==> config.mk <==
export PLATFORM = sky130hd
export DESIGN_NAME = imem_fetch_controller
export DESIGN_NICKNAME = d
export VERILOG_FILES = /design/src/rtl/cpu_pkg.sv /design/src/rtl/instr_field_split.sv /design/src/rtl/imem_fetch_controller.sv
export SDC_FILE = /design/constraint.sdc
export NUM_CORES = 1
export LEC_CHECK = 0
export BUFFER_PORTS_ARGS = -buffer_cell sky130_fd_sc_hd__buf_2
export CORE_MARGIN = 1
export CORE_UTILIZATION = 42
export DETAILED_ROUTE_END_ITERATION = 8
export PLACE_DENSITY = 0.76
export SYNTH_ARGS = -nofsm -noshare
export SYNTH_HDL_FRONTEND = slang
export SYNTH_SLANG_ARGS = --single-unit
==> constraint.sdc <==
create_clock -name clk -period 1.8 [get_ports clk]
set_input_delay 0.36 -clock clk [delete_from_list [all_inputs] [get_ports clk]]
set_output_delay 0.36 -clock clk [all_outputs]
set_load 0.005 [all_outputs]
==> src/rtl/cpu_pkg.sv <==
// cpu_pkg: instruction field layout, HALT opcode and fetch FSM state encodings.
// Shared by the fetch controller and by anything that decodes its output fields.
package cpu_pkg;
    localparam int OPCODE_W = 5;
    localparam int OP_HI    = 31;
    localparam int OP_LO    = 27;
    localparam int RD_HI    = 26;
    localparam int RD_LO    = 22;
    localparam int RS1_HI   = 21;
    localparam int RS1_LO   = 17;
    localparam int RS2_HI   = 16;
    localparam int RS2_LO   = 12;
    localparam int IMM_HI   = 11;
    localparam int IMM_LO   = 0;
    localparam logic [OPCODE_W-1:0] HALT_OP = 5'b11111;
    typedef enum logic [1:0] {
        IDLE  = 2'd0,
        RUN   = 2'd1,
        HALT  = 2'd2,
        FAULT = 2'd3
    } fetch_state_t;
endpackage

==> src/rtl/instr_field_split.sv <==
// instr_field_split: combinational split of a 32-bit instruction into its fields.
// Ports: instr in; opcode/rd/rs1/rs2 (5b) and imm (12b) out.
module instr_field_split
    import cpu_pkg::*;
(
    input  logic [31:0]         instr,
    output logic [OPCODE_W-1:0] opcode,
    output logic [4:0]          rd,
    output logic [4:0]          rs1,
    output logic [4:0]          rs2,
    output logic [11:0]         imm
);
    assign opcode = instr[OP_HI:OP_LO];
    assign rd     = instr[RD_HI:RD_LO];
    assign rs1    = instr[RS1_HI:RS1_LO];
    assign rs2    = instr[RS2_HI:RS2_LO];
    assign imm    = instr[IMM_HI:IMM_LO];
endmodule

==> src/rtl/imem_fetch_controller.sv <==
// imem_fetch_controller: owns the PC, reads instruction memory and holds each fetched
// word in a one-entry valid/ready slot toward decode.
// Ports: clk, rst_n (async, active-low); en, redirect_valid/redirect_pc control;
// imem_addr/imem_instr memory side; out_* slot and decoded fields; state_o, halted,
// fault status; fetch_count counts accepted handshakes.
module imem_fetch_controller
    import cpu_pkg::*;
#(
    parameter int                      DATA_WIDTH  = 32,
    parameter int                      MEM_DEPTH   = 256,
    parameter logic [DATA_WIDTH-1:0]   RESET_PC    = '0,
    parameter logic [OPCODE_W-1:0]     HALT_OPCODE = HALT_OP
)(
    input  logic                  clk,
    input  logic                  rst_n,
    input  logic                  en,
    input  logic                  redirect_valid,
    input  logic [DATA_WIDTH-1:0] redirect_pc,
    output logic [DATA_WIDTH-1:0] imem_addr,
    input  logic [DATA_WIDTH-1:0] imem_instr,
    output logic                  out_valid,
    input  logic                  out_ready,
    output logic [DATA_WIDTH-1:0] out_instr,
    output logic [DATA_WIDTH-1:0] out_pc,
    output logic [4:0]            out_opcode,
    output logic [4:0]            out_rd,
    output logic [4:0]            out_rs1,
    output logic [4:0]            out_rs2,
    output logic [11:0]           out_imm,
    output logic [1:0]            state_o,
    output logic                  halted,
    output logic                  fault,
    output logic [DATA_WIDTH-1:0] fetch_count
);
    localparam logic [DATA_WIDTH-1:0] PC_LIMIT = DATA_WIDTH'(MEM_DEPTH * 4);

    fetch_state_t          state, state_n;
    logic [DATA_WIDTH-1:0] pc;
    logic                  slot_free, accept, redirect_bad, is_halt, capture;

    assign slot_free    = !out_valid || out_ready;
    // A redirect flushes the slot, so a handshake in that cycle is not counted.
    assign accept       = out_valid && out_ready && !redirect_valid;
    assign redirect_bad = (redirect_pc[1:0] != 2'b00) || (redirect_pc >= PC_LIMIT);
    assign is_halt      = imem_instr[OP_HI:OP_LO] == HALT_OPCODE;

    always_comb begin
        state_n = state;
        capture = 1'b0;
        if (redirect_valid)
            state_n = redirect_bad ? FAULT : (en ? RUN : IDLE);
        else begin
            case (state)
                IDLE: state_n = en ? RUN : IDLE;
                RUN: begin
                    if (pc >= PC_LIMIT)
                        state_n = FAULT;
                    else if (!en)
                        state_n = IDLE;
                    else if (slot_free) begin
                        capture = 1'b1;
                        state_n = is_halt ? HALT : RUN;
                    end
                end
                default: state_n = state;
            endcase
        end
    end

    always_ff @(posedge clk or negedge rst_n) begin
        if (!rst_n) begin
            state       <= IDLE;
            pc          <= RESET_PC;
            out_valid   <= 1'b0;
            out_instr   <= '0;
            out_pc      <= '0;
            fetch_count <= '0;
        end else begin
            state     <= state_n;
            // HALT is emitted but leaves pc parked on the HALT word.
            if (redirect_valid)
                pc <= redirect_pc;
            else if (capture && !is_halt)
                pc <= pc + DATA_WIDTH'(4);
            if (capture) begin
                out_instr <= imem_instr;
                out_pc    <= pc;
            end
            out_valid <= capture || (out_valid && !out_ready && !redirect_valid);
            if (accept)
                fetch_count <= fetch_count + DATA_WIDTH'(1);
        end
    end

    assign imem_addr = pc;
    assign state_o   = state;
    assign halted    = state == HALT;
    assign fault     = state == FAULT;

    instr_field_split u_split (
        .instr  (out_instr),
        .opcode (out_opcode),
        .rd     (out_rd),
        .rs1    (out_rs1),
        .rs2    (out_rs2),
        .imm    (out_imm)
    );
endmodule
==> impl_metrics.env, run 1 <==
export IMPL_status="finished with violations"
export IMPL_violations="negative setup slack"
export IMPL_synthTopCellsByArea="dfrtp_1 (57%), mux2_2 (13%), buf_4 (4.3%), xnor2_1 (3.2%), nor2b_1 (2.8%)"
export IMPL_area_growth_pct=50.0
export IMPL_synth_compound_area_share_pct=2.42
export IMPL_yosysMostFrequentCell="dfrtp_1"
export IMPL_synth_ff_latch_count=131
export IMPL_synthFlopType="dfrtp_1"
export IMPL_place_gp_congestion=0.852
export IMPL_finalClockSkew_ns=0.00799
export IMPL_synth_adder_area_share_pct=0.654
export IMPL_synth_common_cells="dfrtp_1 (131), mux2_2 (65), buf_4 (33), nand2_1 (28), nor2b_1 (26)"
export IMPL_antenna_cells=0
export IMPL_drtPass1Iterations=4
export IMPL_drt_iter0_drc=153
export IMPL_syn_cell_area_sq_mm=0.00574
export IMPL_worst_pin_slew_ns=0.474
export IMPL_seq_area_frac_synth_pct=57.1
export IMPL_numPortBuffers=233
export IMPL_fin_crit_sh_pct=112
export IMPL_crit_arrival_ns=2.31
export IMPL_fmax_mhz=495
export IMPL_htreeDepth=4
export IMPL_totalWireLength_microns=16000
export IMPL_min_period_ns=2.02
export IMPL_startpoint_type="flip-flop"
export IMPL_num_vias=4720
export IMPL_relSlewSlack_pct=67.9
export IMPL_synth_top_family_by_area="simple AND/OR/NAND/NOR gates"
export IMPL_crit_type="flip-flop to flip-flop"
export IMPL_synth_async_reset_ratio_pct=100
export IMPL_hold_depth=3
export IMPL_crit_chain="nand2_2, or4_4, nor3_4, buf_6, clkbuf_16, mux2_2"
export IMPL_hold_class="primary input to flip-flop"
export IMPL_leakagePower_uw=0.00462
export IMPL_syn_num_nets=534
export IMPL_regArea_sq_mm=0.00328
export IMPL_grt_pass1_wl_microns=23200
export IMPL_cp_max_fo=6
export IMPL_postRouteAntennaNets=0
export IMPL_numCtsBuffers=17
export IMPL_vdd_drop_max_uv=484
export IMPL_drc=0
export IMPL_syn_area_per_cell_sq_um=12.4
export IMPL_num_rows=42
export IMPL_layout_drive_gt1_share_pct=59.2
export IMPL_syn_inst=462
export IMPL_initial_core_util_pct=43.2
export IMPL_synth_edf_count=0
export IMPL_grt_remaining_overflow=0
export IMPL_setup_ws_ns=-0.222
export IMPL_core_area_sq_mm=0.0133
export IMPL_die_h_microns=119
export IMPL_num_io_pins=234
export IMPL_clockBufferDepth=2
export IMPL_multi_input_area_sq_mm=0.00241
export IMPL_dp_hpwl_microns=10700
export IMPL_clkSinkCount=131
export IMPL_nNetsFinal=824
export IMPL_grt_max_degree=54
export IMPL_yosys_area_top_type="dfrtp_1"
export IMPL_slowest_delay_ns=0.51
export IMPL_clk_latency_ns=0.42
export IMPL_root_buffer="clkbuf_16"
export IMPL_viasPerCell=5.02
export IMPL_cts_tree="done"
export IMPL_synth_xor_area_share_pct=5.03
export IMPL_hold_viol_final=0
export IMPL_critPathSlowestCell="or4_4"
export IMPL_synthSimpleGateAreaFrac_pct=15.4
export IMPL_fillers=995
export IMPL_grt_pass1_vias=4649
export IMPL_post_drt_wl_per_cell_microns=17.0
export IMPL_synth_top_area_share_pct=57.1
export IMPL_synth_cell_types=41
export IMPL_ys_warn_count=0
export IMPL_cap_violations=0
export IMPL_cp_end_kind="flip-flop"
export IMPL_synth_area_mux_share_pct=13.1
export IMPL_powerDensity_mw_per_mm2=846
export IMPL_place_ws_ns=-0.324
export IMPL_die_x_microns=119
export IMPL_p_total_uw=7290
export IMPL_antenna_found_initial=0
export IMPL_r2r_worst_path_cells=6
export IMPL_required_ns=2.09
export IMPL_postLayoutCoreUtil_pct=64.8
export IMPL_rsz0062_at_grt="true"
export IMPL_setup_violations=75
export IMPL_design_die_area_sq_mm=0.0141
export IMPL_track_usage_pct=21.1
export IMPL_clk_pin_slew_ns=0.06
export IMPL_drv_slew=0
==> layer usage <==
| layer | global-route usage, % | vias to the layer above | wire, microns |
|---|---|---|---|
| li1 | - | 2156 | - |
| met1 | 24.2 | 2367 | 6580 |
| met2 | 37.4 | 173 | 8310 |
| met3 | 5.32 | 24 | 809 |
| met4 | 9.02 | 0 | 318 |
| met5 | 0 | - | 0 |
==> what timing repair did <==
item                                    4_1_cts  5_1_grt
hold endpoints to repair                     35        0
cloned                                        1        7
hold buffers                                  1        0
setup buffers                                 3        9
endpoints found under the setup margin       79       84
pin swaps                                     5       13
gates resized for setup                      15       76
==> flip-flops by register name (all words and copies together) (netlist names) <==
name / cells
out_instr: 32
fetch_count: 32
imem_addr: 32
state_o: 2
out_pc: 32
out_valid: 1
==> kinds of logic (layout without fill, tap and decap cells) <==
family / Yosys count / count (layout)
xor+xnor: 33 / 33
fa+ha+maj: 3 / 3
buf+inv: 57 / 360
mux: 67 / 67
simple gates: 154 / 154
compound gates: 17 / 17
flops: 131 / 131
==> report_power, final <==
part	internal, uW	leakage (uW)	switching [uW]
clock	2460	0.000303	1230
sequential	3020	0.00173	73.8
combinational	267	0.00258	240
total	5750	0.00462	1540
==> placed cells by master (no fill, tap or decap), types with 4 or more instances in the layout <==
cell / count
a32oi_1: 4
and2_1: 6
buf_12: 5
buf_2: 232
buf_4: 60
buf_6: 10
bufinv_16: 4
clkbuf_16: 22
clkbuf_8: 4
dfrtp_1: 130
inv_1: 12
mux2_2: 36
mux2_4: 29
nand2_1: 26
nand3_1: 14
nand4_1: 14
nor2_1: 17
nor2_4: 5
nor2b_1: 18
nor2b_4: 5
nor3_1: 5
nor4_1: 6
nor4_2: 4
nor4_4: 4
or3b_2: 5
xnor2_1: 21
xor2_1: 12
==> layout make-up <==
type                            count  share of cell area (%)
Clock buffer                       24                    5.71
Multi-Input combinational cell    274                    28.0
Timing Repair Buffer              316                    23.4
Clock inverter                      8                    1.71
Sequential cell                   131                    38.1
Inverter                           12                   0.523
Tap cell                          176                    2.56
==> metrics by stage <==
stage	setup TNS [ns]	cells	instance area (sq um)	hold slack, ns
floorplan	-6.43	462	5750	0.0644
global placement	-18.86	890	7330	0.292
detailed placement	-19.53	890	7330	0.300
CTS	-9.26	927	8110	0.150
global route	-14.95	941	8610	0.166
finish	-9.65	941	8610	0.170
==> worst max-delay path, delay by kind of cell (launching register included) <==
kind,cells,cell delay (ns)
mux,1,0.34
flops,1,0.38
buf+inv,2,0.34
simple gates,3,0.84
==> final timing paths <==
kind                                             start                     endpoint  slack, ns
setup / recovery                state_o[0]$_DFFE_PN0P_    out_instr[22]$_DFFE_PN0P_      -0.22
hold / removal                          redirect_pc[4]     imem_addr[4]$_DFFE_PN0P_       0.17
setup reg to reg                state_o[0]$_DFFE_PN0P_    out_instr[22]$_DFFE_PN0P_      -0.22
hold reg to reg            fetch_count[31]$_DFFE_PN0P_  fetch_count[31]$_DFFE_PN0P_       0.49
max in group asynchronous                        rst_n   fetch_count[3]$_DFFE_PN0P_       0.72
min in group asynchronous                        rst_n   fetch_count[4]$_DFFE_PN0P_       0.44
Power figures use the tool's default switching activity.
==> run 2, diff against run 1 <==
--- a/config.mk
+++ b/config.mk
@@ -9,6 +9,7 @@
 export CORE_MARGIN = 1
 export CORE_UTILIZATION = 42
 export DETAILED_ROUTE_END_ITERATION = 8
+export GPL_TIMING_DRIVEN = 0
 export PLACE_DENSITY = 0.76
 export SYNTH_ARGS = -nofsm -noshare
 export SYNTH_HDL_FRONTEND = slang
==> impl_metrics.env, run 2 (same netlist as run 1, synthesis figures left out) <==
export IMPL_p_int_uw=5760
export IMPL_r2r_worst_path_cells=6
export IMPL_setup_ws_ns=-0.241
export IMPL_setup_violations=80
export IMPL_violations="negative setup slack"
export IMPL_place_gp_congestion=0.838
export IMPL_clk_latency_ns=0.41
export IMPL_required_ns=2.08
export IMPL_initial_core_util_pct=43.2
export IMPL_place_ws_ns=-0.724
export IMPL_drv_slew=0
export IMPL_num_rows=42
export IMPL_numPortBuffers=233
export IMPL_postRouteAntennaNets=0
export IMPL_relSlewSlack_pct=59.8
export IMPL_fmax_mhz=490
export IMPL_fin_area_sq_mm=0.00853
export IMPL_htreeDepth=4
export IMPL_power_frac_seq_pct=42.5
export IMPL_totalWireLength_microns=15300
export IMPL_grt_max_degree=75
export IMPL_powerDensity_mw_per_mm2=855
export IMPL_setup_worst_path_start="state_o[1]$_DFFE_PN0P_"
export IMPL_finalClockSkew_ns=0.00827
export IMPL_cp_end_kind="flip-flop"
export IMPL_drt_iter0_drc=139
export IMPL_clockBufferDepth=2
export IMPL_post_drt_wl_per_cell_microns=16.1
export IMPL_hold_slack_ns=0.167
export IMPL_core_area_sq_mm=0.0133
export IMPL_leakagePower_uw=0.00466
export IMPL_num_vias=4691
export IMPL_placed_cell_area_sq_mm=0.00717
export IMPL_endpoint="imem_addr[8]$_DFFE_PN0P_"
export IMPL_viasPerCell=4.94
export IMPL_root_buffer="clkbuf_16"
export IMPL_fin_crit_sh_pct=113
export IMPL_vdd_drop_max_uv=552
export IMPL_p_sw_share_pct=21.0
export IMPL_layout_drive_gt1_share_pct=60.0
export IMPL_area_growth_pct=48.5
export IMPL_p_sw_uw=1530
export IMPL_final_common_cell="buf_2"
export IMPL_startpoint_type="flip-flop"
export IMPL_die_h_microns=119
export IMPL_die_x_microns=119
export IMPL_antenna_found_initial=0
export IMPL_grt_pass1_wl_microns=24100
export IMPL_grt_pass1_vias=4704
export IMPL_track_usage_pct=21.9
export IMPL_num_io_pins=234
export IMPL_clk_pin_slew_ns=0.06
export IMPL_hold_viol_final=0
export IMPL_cp_max_fo=4
export IMPL_hold_class="primary input to flip-flop"
export IMPL_nNetsFinal=832
export IMPL_dp_hpwl_microns=10600
export IMPL_cts_tree="done"
export IMPL_cap_violations=0
export IMPL_layout_common_cells="buf_2 (233), dfrtp_1 (126), buf_4 (65)"
export IMPL_grt_remaining_overflow=0
export IMPL_crit_type="flip-flop to flip-flop"
export IMPL_min_period_ns=2.04
export IMPL_rsz0062_at_grt="true"
export IMPL_clkSinkCount=131
export IMPL_postLayoutCoreUtil_pct=64.1
export IMPL_drc=0
export IMPL_numCtsBuffers=17
export IMPL_drtPass1Iterations=6
export IMPL_design_die_area_sq_mm=0.0141
export IMPL_reg2reg_from="state_o[1]$_DFFE_PN0P_"
export IMPL_tns_ns=-11.73
export IMPL_r2r_slack_ns=-0.24
export IMPL_status="finished with violations"
export IMPL_worst_pin_slew_ns=0.603
export IMPL_antenna_cells=0
export IMPL_pwr_share_comb_pct=6.0
export IMPL_crit_arrival_ns=2.32
export IMPL_reg2reg_to="imem_addr[8]$_DFFE_PN0P_"
export IMPL_pwr_share_clk_pct=51.5
==> run 2: how the worst min path moves through the flow <==
stage	slack, ns	depth (start not counted)	endpoint	from
after global routing	0.16	3	imem_addr[4]$_DFFE_PN0P_	redirect_pc[4]
after detailed placement	0.36	1	fetch_count[17]$_DFFE_PN0P_	rst_n
after floorplan	0.06	0	fetch_count[0]$_DFFE_PN0P_	rst_n
final	0.17	3	imem_addr[7]$_DFFE_PN0P_	redirect_pc[7]
after CTS	0.15	3	imem_addr[7]$_DFFE_PN0P_	redirect_pc[7]
after global placement	0.47	1	fetch_count[31]$_DFFE_PN0P_	fetch_count[31]$_DFFE_PN0P_
==> run 2: metrics by stage <==
step                      instances  total power, uW
final                           949             7290
after global routing            949             7530
after CTS                       930             7330
after detailed placement        872             3550
after global placement          871             3520
after floorplan                 462             3270
==> run 2: worst max-delay path: stages (launching register included) <==
cell and delay (ns):
dfrtp_2 0.41, or4_4 0.58, buf_6 0.16, nor4_4 0.37
buf_4 0.19, or3b_4 0.12, nand3_2 0.08
==> run 2: cell type report <==
class | count | area, sq um
clock inverters | 10 | 179
repair buffers | 280 | 1620
plain buffers | 44 | 348
clock buffers | 22 | 464
inverters | 12 | 45.0
well taps | 176 | 220
flip-flops and latches | 131 | 3280
multi-input cells | 274 | 2370
fillers | 1022 | 4770
==> run 2: per-layer routing <==
| layer | share of wire (%) | up-vias | GRT usage [%] |
|---|---|---|---|
| met5 | 0 | - | 0 |
| met4 | 1.7 | 0 | 7.99 |
| met3 | 5.5 | 23 | 5.60 |
| met2 | 52 | 172 | 37.9 |
| met1 | 40 | 2320 | 26.3 |
| li1 | - | 2176 | - |
==> run 2: repair_timing <==
action | in CTS | in global routing
pin swaps | 12 | 18
gates resized for setup | 47 | 50
setup endpoints to repair | 89 | 91
endpoints found under the hold margin | 57 | 0
cloned | 2 | 1
hold buffers | 1 | 0
buffers inserted | 23 | 20
==> run 2: power groups by stage <==
| stage | clock, uW | combinational (uW) | sequential, uW |
|---|---|---|---|
| global placement | 0 | 379 | 3140 |
| CTS | 3820 | 419 | 3100 |
| global route | 3940 | 480 | 3110 |
| detailed placement | 0 | 401 | 3140 |
| floorplan | 0 | 136 | 3140 |
| finish | 3760 | 435 | 3100 |
==> run 3, diff against run 2 <==
==> constraint.sdc (replaced) <==
create_clock -name clk -period 1.8 [get_ports clk]
set_input_delay 0.18 -clock clk [delete_from_list [all_inputs] [get_ports clk]]
set_output_delay 0.18 -clock clk [all_outputs]
set_load 0.005 [all_outputs]
==> impl_metrics.env, run 3 (same netlist as run 1, synthesis figures left out) <==
export IMPL_design_die_area_sq_mm=0.0141
export IMPL_setup_violations=76
export IMPL_fmax_mhz=500
export IMPL_fin_crit_sh_pct=111
export IMPL_crit_type="flip-flop to flip-flop"
export IMPL_drc=0
export IMPL_regArea_sq_mm=0.00328
export IMPL_powerDensity_mw_per_mm2=855
export IMPL_hold_class="primary input to flip-flop"
export IMPL_postRouteAntennaNets=0
export IMPL_core_area_sq_mm=0.0133
export IMPL_num_vias=4807
export IMPL_required_ns=2.09
export IMPL_die_h_microns=119
export IMPL_postLayoutCoreUtil_pct=65.2
export IMPL_antenna_found_initial=0
export IMPL_nNetsFinal=857
export IMPL_cap_violations=0
export IMPL_drv_slew=0
export IMPL_area_growth_pct=51.0
export IMPL_dp_hpwl_microns=10500
export IMPL_grt_remaining_overflow=0
export IMPL_numPortBuffers=233
export IMPL_cp_max_fo=3
export IMPL_htreeDepth=4
export IMPL_num_rows=42
export IMPL_cp_end_kind="flip-flop"
export IMPL_hold_viol_final=0
export IMPL_layout_drive_gt1_share_pct=55.5
export IMPL_num_io_pins=234
export IMPL_cts_tree="done"
export IMPL_numCtsBuffers=17
export IMPL_initial_core_util_pct=43.2
export IMPL_relSlewSlack_pct=61.1
export IMPL_startpoint_type="flip-flop"
export IMPL_crit_chain="nor4_2, nand4_1, buf_6, buf_4, or2_4, a2111oi_4, o41ai_2"
export IMPL_min_period_ns=2.00
export IMPL_vdd_drop_max_uv=596
export IMPL_placed_cells=872
export IMPL_rsz0062_at_grt="true"
export IMPL_worst_pin_slew_ns=0.584
export IMPL_critPathSlowestCell="dfrtp_1"
export IMPL_grt_max_degree=73
export IMPL_final_common_cell="buf_2"
export IMPL_die_x_microns=119
export IMPL_post_drt_wl_per_cell_microns=15.6
export IMPL_slowest_delay_ns=0.40
export IMPL_place_gp_congestion=0.812
export IMPL_antenna_cells=0
export IMPL_layout_cells_non_filler=973
export IMPL_setup_ws_ns=-0.198
export IMPL_clk_pin_slew_ns=0.06
export IMPL_drtPass1Iterations=4
export IMPL_multi_input_area_sq_mm=0.00228
export IMPL_track_usage_pct=22.0
export IMPL_fillers=987
export IMPL_crit_arrival_ns=2.28
export IMPL_layout_common_cells="buf_2 (234), dfrtp_1 (128), buf_4 (62)"
export IMPL_grt_pass1_wl_microns=24000
export IMPL_clockBufferDepth=2
export IMPL_viasPerCell=4.94
export IMPL_drt_iter0_drc=152
export IMPL_grt_pass1_vias=4744
export IMPL_root_buffer="clkbuf_16"
export IMPL_violations="negative setup slack"
export IMPL_finalClockSkew_ns=0.00630
export IMPL_status="finished with violations"
export IMPL_clk_latency_ns=0.41
export IMPL_totalWireLength_microns=15200
export IMPL_clkSinkCount=131
export IMPL_leakagePower_uw=0.00468
==> run 3: final timing paths <==
path | from | end | slack [ns] | cells after the start
max | imem_addr[28]$_DFFE_PN0P_ | state_o[0]$_DFFE_PN0P_ | -0.20 | 7
min | redirect_pc[24] | imem_addr[24]$_DFFE_PN0P_ | 0.02 | 2
max reg2reg | imem_addr[28]$_DFFE_PN0P_ | state_o[0]$_DFFE_PN0P_ | -0.20 | 7
min reg2reg | fetch_count[31]$_DFFE_PN0P_ | fetch_count[31]$_DFFE_PN0P_ | 0.48 | 1
max in group asynchronous | rst_n | out_pc[26]$_DFFE_PN0P_ | 0.74 | 3
min in group asynchronous | rst_n | fetch_count[26]$_DFFE_PN0P_ | 0.33 | 2
==> run 3: layout make-up <==
type | instances | area share [%]
buffer | 45 | 3.98
clock buffer | 22 | 5.58
clock inverter | 9 | 2.02
inverter | 12 | 0.519
multi-input combinational | 274 | 26.3
sequential | 131 | 37.8
tap | 176 | 2.54
timing repair buffer | 304 | 21.2
==> run 3: stage by stage <==
| stage | area (sq um) | power [uW] | hold slack (ns) | TNS (ns) | setup slack [ns] |
|---|---|---|---|---|---|
| 3_3_place_gp | 7130 | 3520 | 0.395 | -185.41 | -1.11 |
| 5_1_grt | 8670 | 7690 | 0.000140 | -16.81 | -0.271 |
| 3_5_place_dp | 7160 | 3550 | 0.190 | -48.54 | -0.720 |
| 6_report | 8670 | 7410 | 0.0203 | -9.58 | -0.198 |
| 2_1_floorplan | 5740 | 3270 | -0.116 | -6.43 | -0.183 |
| 4_1_cts | 8510 | 7450 | 0.000596 | -12.40 | -0.222 |
==> run 3: worst max-delay path, delay by kind of cell, from the launching register on <==
family                 cells  cell delay (ns)
AO/OA/AOI/OAI              2             0.47
flip-flops                 1             0.40
AND/OR/NAND/NOR            3             0.70
buffers and inverters      2             0.28
==> run 3: what timing repair did <==
item / in CTS / in global routing
endpoints found under the setup margin: 94 / 83
gates cloned: 0 / 0
hold endpoints to repair: 92 / 3
resized for setup: 40 / 17
pin swaps: 9 / 12
hold buffers: 34 / 3
buffers inserted: 26 / 7
==> run 3: where the power goes <==
group          internal [uW]  switching (uW)  total [uW]
registers               3020            84.1        3100
clock network           2590            1220        3810
logic                    271             223         494
total                   5880            1530        7410
==> run 3: metal layers <==
layer	GRT usage, %	up-vias	routed length [microns]
met5	0	-	0
met4	8.15	0	281
met3	6.03	26	832
met2	37.8	195	7800
met1	26.1	2358	6240
li1	-	2228	-
